`src/rtl/ex_pkg.sv`:
```
// Types shared by the EX and WB stages: the latched EX result record and
// the helper that derives its Z/N flags.
package ex_pkg;

    localparam int EX_DATA_W = 32;
    localparam int EX_REG_AW = 5;

    typedef struct packed {
        logic [EX_DATA_W-1:0] result;
        logic [EX_REG_AW-1:0] dst;
        logic                 wb_en;
        logic                 zero;
        logic                 neg;
    } ex_res_t;

    // Flags are computed once here and stored with the entry.
    function automatic ex_res_t make_res(
        input logic [EX_DATA_W-1:0] result,
        input logic [EX_REG_AW-1:0] dst,
        input logic                 wb_en
    );
        ex_res_t r;
        r.result = result;
        r.dst    = dst;
        r.wb_en  = wb_en;
        r.zero   = (result == '0);
        r.neg    = result[EX_DATA_W-1];
        return r;
    endfunction

endpackage

```
`src/rtl/ex_skid_fifo2.sv`:
```
// Generic 2-entry valid/ready FIFO. The ready and valid outputs are both
// registered, so neither handshake side sees a combinational path.
module ex_skid_fifo2
    import ex_pkg::*;
#(
    parameter type T = ex_res_t
) (
    input  logic clk,
    input  logic rst_n,
    input  logic flush,
    input  logic in_valid,
    output logic in_ready,
    input  T     in_data,
    output logic out_valid,
    input  logic out_ready,
    output T     out_data
);

    T           mem_q [2];
    logic       wr_q, rd_q;
    logic [1:0] count_q, count_d;
    logic       in_ready_q, out_valid_q;
    logic       push, pop;

    assign push = in_valid & in_ready_q;
    assign pop  = out_valid_q & out_ready;

    always_comb begin
        count_d = count_q;
        case ({push, pop})
            2'b10:   count_d = count_q + 2'd1;
            2'b01:   count_d = count_q - 2'd1;
            default: count_d = count_q;
        endcase
    end

    // Flush wins over push/pop; a pop in the flush cycle is still accepted
    // downstream, so nothing extra is needed here for it.
    always_ff @(posedge clk) begin
        if (!rst_n) begin
            mem_q[0]    <= T'('0);
            mem_q[1]    <= T'('0);
            wr_q        <= 1'b0;
            rd_q        <= 1'b0;
            count_q     <= 2'd0;
            in_ready_q  <= 1'b1;
            out_valid_q <= 1'b0;
        end else if (flush) begin
            wr_q        <= 1'b0;
            rd_q        <= 1'b0;
            count_q     <= 2'd0;
            in_ready_q  <= 1'b1;
            out_valid_q <= 1'b0;
        end else begin
            if (push) begin
                mem_q[wr_q] <= in_data;
                wr_q        <= ~wr_q;
            end
            if (pop)
                rd_q <= ~rd_q;
            count_q     <= count_d;
            in_ready_q  <= (count_d < 2'd2);
            out_valid_q <= (count_d != 2'd0);
        end
    end

    assign in_ready  = in_ready_q;
    assign out_valid = out_valid_q;
    assign out_data  = mem_q[rd_q];

endmodule

```
`src/rtl/ex_result_latch.sv`:
```
// EX result latch: flags the incoming result, buffers it in a 2-entry skid
// FIFO toward writeback, and forwards the head entry to the bypass network.
module ex_result_latch
    import ex_pkg::*;
#(
    parameter int DATA_W = EX_DATA_W,
    parameter int REG_AW = EX_REG_AW
) (
    input  logic              clk,
    input  logic              rst_n,
    input  logic              flush,
    input  logic              in_valid,
    output logic              in_ready,
    input  logic [DATA_W-1:0] in_result,
    input  logic [REG_AW-1:0] in_dst,
    input  logic              in_wb_en,
    output logic              out_valid,
    input  logic              out_ready,
    output logic [DATA_W-1:0] out_result,
    output logic [REG_AW-1:0] out_dst,
    output logic              out_wb_en,
    output logic              out_zero,
    output logic              out_neg,
    output logic              fwd_valid,
    output logic [REG_AW-1:0] fwd_dst,
    output logic [DATA_W-1:0] fwd_data
);

    ex_res_t in_res, head;

    assign in_res = make_res(in_result, in_dst, in_wb_en);

    ex_skid_fifo2 #(.T(ex_res_t)) u_fifo (
        .clk       (clk),
        .rst_n     (rst_n),
        .flush     (flush),
        .in_valid  (in_valid),
        .in_ready  (in_ready),
        .in_data   (in_res),
        .out_valid (out_valid),
        .out_ready (out_ready),
        .out_data  (head)
    );

    assign out_result = head.result;
    assign out_dst    = head.dst;
    assign out_wb_en  = head.wb_en;
    assign out_zero   = head.zero;
    assign out_neg    = head.neg;

    // r0 is hardwired, so a write to it must never be bypassed.
    assign fwd_valid = out_valid & head.wb_en & (head.dst != '0);
    assign fwd_dst   = head.dst;
    assign fwd_data  = head.result;

endmodule
```
`config.mk`:
```
export PLATFORM = sky130hd
export DESIGN_NAME = ex_result_latch
export DESIGN_NICKNAME = d
export VERILOG_FILES = /design/src/rtl/ex_pkg.sv /design/src/rtl/ex_skid_fifo2.sv /design/src/rtl/ex_result_latch.sv
export SDC_FILE = /design/constraint.sdc
export NUM_CORES = 1
export LEC_CHECK = 0
export ABC_AREA = 1
export ABC_CLOCK_PERIOD_IN_PS = 2800
export CAP_MARGIN = 10
export CORE_MARGIN = 2
export CORE_UTILIZATION = 35
export DETAILED_ROUTE_END_ITERATION = 6
export PLACE_DENSITY = 0.64
export SLEW_MARGIN = 10
export SYNTH_ARGS = -nofsm -noshare
export SYNTH_HDL_FRONTEND = slang
export SYNTH_HIERARCHICAL = 1
export SYNTH_SLANG_ARGS = --single-unit
```
`constraint.sdc`:
```
create_clock -name clk -period 2.8 [get_ports clk]
set_input_delay 0.56 -clock clk [delete_from_list [all_inputs] [get_ports clk]]
set_output_delay 0.56 -clock clk [all_outputs]
set_load 0.02 [all_outputs]
```
# Yosys cells after proc, flatten, opt, wreduce, memory -nomap -nowiden
# Memory sizes are Yosys's and may differ from the RTL's. A register that Yosys moved wholly into a read port is not among the register bits.
# Index checks and enable logic that the tools add are counted.
# word_totals
latchBits,0
elab_cells,34
register_bits,6
out_inout_bits,80
mem_bits_rw,80
inputBits,43
rom_bits,0
memories,1
# op_classes
muxes,11
add_sub_neg,2
n_shift,0
mul,0
div_mod_pow,0
bitwise,7
reduce_logical,5
eq_ne,2
magnitude_cmp,1
# memory_table
memory,words,word_bits,rd,rd_clocked_by_memory_dff,wr,line,source
u_fifo.mem_q,2,40,1,1,2,ex_skid_fifo2.sv:19,T mem_q [2];
# op_table
op,n
$mux 40,1
$reduce_or 40->1,1
$logic_not 32->1,1
$mux 1,9
$reduce_bool 5->1,1
$and 1x1->1,4
$pmux 2 s2,1
$not 1->1,3
$add 2x1->2 const B,1
$eq 2x1->1 const B,1
$eq 2x2->1 const B,1
$lt 2x2->1 const B,1
$reduce_bool 2->1,1
$reduce_or 2->1,1
$sub 2x1->2 const B,1

# Longest topological paths before layout
# logic_depth
depth_word,7
mapped_depth,7
depth_no_buf,7

# Hierarchy
# Netlist, hierarchy kept.
# modules_own_cells
module,cells_each,seq_area_each_um2,area_each_um2,n_inst
ex_skid_fifo2,292,2542.4,3723.6,1
ex_result_latch,73,0.0,415.4,1

# Least setup slack after synthesis
# OpenSTA, ideal clock, no wires.
# synth_timing
path_type,in2reg
start,in rst_n
end,mem u_fifo/mem_q[1][0] in the netlist's numbering (enable)
path_stages,5
arrival_ns,1.930
t_required_ns,2.402
setup_ns,0.398
path_buffers,1
setup_slack_ns,0.472
path_cell_list,inv_1 nor2_4 nand4_4 buf_6 nand2_1
# synth_lines
element,line,source
start: declaration,ex_result_latch.sv:10,"input logic rst_n,"
end: declaration,ex_skid_fifo2.sv:19,

==> results.md <==
- Fin crit share: 93.96%
- FILL cells: 1074
- Horiz. Die Dim: 112.7 um
- Asr flop ratio synth: 0%
- Post-CTS Setup Repair Bufs: 0
- Hold buffer count at cts: 0
- Vias in the first global route: 2685
- Setup_tns: 0 ns
- Initial core utilization: 36.09%
- Avg Vias per Cell: 4.438
- Fin util: 48.29%
- Status: finished, final reports clean
- Fin. Hold Viols: 0
- WL/cell: 13.89 um
- Adder-cell share of the synthesized area: 0%
- Multi-input logic area: 1033 um^2
- XOR/XNOR Fraction of Synth Area: 0%
- Hold WC Path Type: register to register
- FP Rows: 39
- R2R setup slack: 1.23 ns
- Area Overhead vs Synth: 33.80%
- HP Start: u_fifo/rd_q
- Synthesis Warnings: 6
- Fin cells: 603
- Final WS setup: 0.1692 ns
- FF/Latch Area: 2546 um^2
- DRT Pass-1 Iters: 4
- Synthesized area: 4139 um^2
- Peak VDD IR: 342.0 uV
- Tmin final: 2.631 ns
- Crit path launch type: register
- Antenna Cells: 0
- Slew Viols, Final: 0
- Worst Path Required: 2.24 ns
- Placed Instance Area: 5248 um^2
- #FFs+latches synth: 87
- Max Clk Rate: 380.1 MHz
- Pre-CTS WS: 0.4124 ns
- Post-synth top area cell: edfxtp_1
- Initial antenna violation count: 0
- Worst-Margin Slew: 0.5114 ns
- Final GP Congestion: 0.7338
- Leak Pwr: 2.241 nW
- Post-synthesis average cell area: 11.34 um^2
- Die height: 112.7 um
- EDFF count, synth: 80
- Core Area: 11470 um^2
- Top-level I/O count: 123
- Worst slew margin: 65.90%
- Clock root buffer: clkbuf_16
- Compound-Gate Fraction of Synth Area: 0.3628%
- CP max stage cell: clkdlybuf4s50_1
- Register area share after synthesis: 61.43%
- # H-tree levels: 3
- Unrepaired setup endpoints after global routing: no
- Clock transition at path regs: 0.06 ns
- IO Port Bufs: 122
- Mapped Nets: 408
- Crit end category: output pin
- Post-CTS Resized: 0
- Main combinational cell family by area after synthesis: buffers and inverters
- Cell Chain, Critical Path: mux2_2, nor3_1, nand2_1, nand3_1, inv_1, clkdlybuf4s50_1
- Total power draw: 3.151 mW
- First-pass GRT wire length: 13.19 mm
- Synth top cells by count: 100 x nor2_1, 80 x edfxtp_1, 48 x inv_1, 40 x mux2_2, 37 x buf_4
- Tot GR Track Use: 13.17%
- Final Setup Violations: 0
- Routed WL: 8.378 mm
- Sinks on Clock Net: 87
- Pin count of the biggest net entering global routing: 42
- Simple logic cell fraction of the synthesized area: 13.60%
- Cells after DPL: 588
- Power density over the cells: 569.0 nW/um^2
- Top-count cell post-synth: nor2_1
- DP Wirelength: 5.615 mm
- CTS tree: yes
- Final ANT Viol Nets: 0
- Via count: 2676
- Share of layout cells above drive strength 1: 15.22%
- Worst Setup Path Type: register to output pin
- Max Cap Viol: 0
- Count of different cell masters after synthesis: 17
- Die area: 12710 um^2
- Area contributors post-synth: edfxtp_1 58%, mux2_2 11%, nor2_1 9.1%, buf_4 6.7%, inv_1 4.4%
- Crit-path max cell delay: 0.52 ns
- Fin area: 5538 um^2
- WHS: 0.4761 ns
- Mapped Cells: 365
- Fin nets: 499
- Final setup skew: 0.006042 ns
- Iter 0 DRT Violations: 132
- CTS Buf Count: 9
- CP arrival: 2.07 ns
- Mux cell area share after synthesis: 10.88%
- Later-pin clock latency in the skew report: 0.32 ns
- DRC: 0
- Clock buffer depth: 2
- Most used flip-flop cell after synthesis: edfxtp_1
- Post-synth top area share: 58.04%
- R2r startpoint: u_fifo/in_ready
- Remaining Overflow, GRT: 0
- CP Max Fanout: 12
[power by group]
part	leakage, nW	total (mW)	internal, mW	switching [mW]
Clock	0.135	1.15	0.683	0.465
Combinational	1.22	0.500	0.245	0.255
Sequential	0.890	1.50	1.48	0.0191
Total	2.24	3.15	2.41	0.739
[metal layers]
layer | wire, um | GRT usage, % | vias up
met5 | 0 | 0 | -
met4 | 87 | 4.146 | 0
met2 | 4118 | 22.51 | 77
met1 | 3678 | 16.77 | 1267
li1 | - | - | 1324
met3 | 494 | 2.839 | 8
[state kept, by name, summed over array words and instances, names as in the netlist, named ones only]
register / flops
u_fifo/in_ready: 1
u_fifo/rd_q: 1
u_fifo/mem_q: 80
u_fifo/wr_q: 1
u_fifo/count_q: 2
u_fifo/out_valid: 1
[worst paths after layout]
path,end,depth (start not counted)
setup / recovery,fwd_valid,6
hold / removal,register,2
setup reg to reg,u_fifo/mem_q[0][34],5
hold reg to reg,register,2
[cell type report]
| cell class | instances | area share (%) |
|---|---|---|
| clock inverters | 6 | 1.130 |
| flip-flops and latches | 87 | 45.98 |
| well taps | 143 | 3.231 |
| inverters | 48 | 3.254 |
| multi-input cells | 181 | 18.66 |
| clock buffers | 9 | 4.067 |
| repair buffers | 129 | 23.68 |
[kinds of logic (layout without fill, tap and decap cells)]
group / Yosys count / count (layout)
compound gates: 3 / 3
buf+inv: 97 / 192
flops: 87 / 87
mux: 40 / 40
simple gates: 138 / 138
[worst max-delay path, delay by kind of cell (launching register included)]
| kind | cells | cell delay [ns] |
|---|---|---|
| mux | 1 | 0.39 |
| flops | 1 | 0.46 |
| simple gates | 3 | 0.34 |
| buf+inv | 2 | 0.56 |
[layout by cell type, fill, tap and decap left out]
master           instances
o21ai_0                  1
nand3_1                  7
nand2_2                  3
nor2_4                   1
inv_1                   48
clkbuf_16                9
clkinv_1                 1
buf_12                   3
a21oi_1                  2
clkdlybuf4s50_1        122
bufinv_16                1
clkinv_4                 1
mux2_2                  40
nand2_1                 22
nor3_1                   1
clkinv_2                 1
dfxtp_1                  6
nor2_2                   3
clkinvlp_4               2
nor2_1                 100
edfxtp_1                80
dfxtp_4                  1
nand4_4                  1
buf_4                    4
Power figures use the tool's default switching activity.
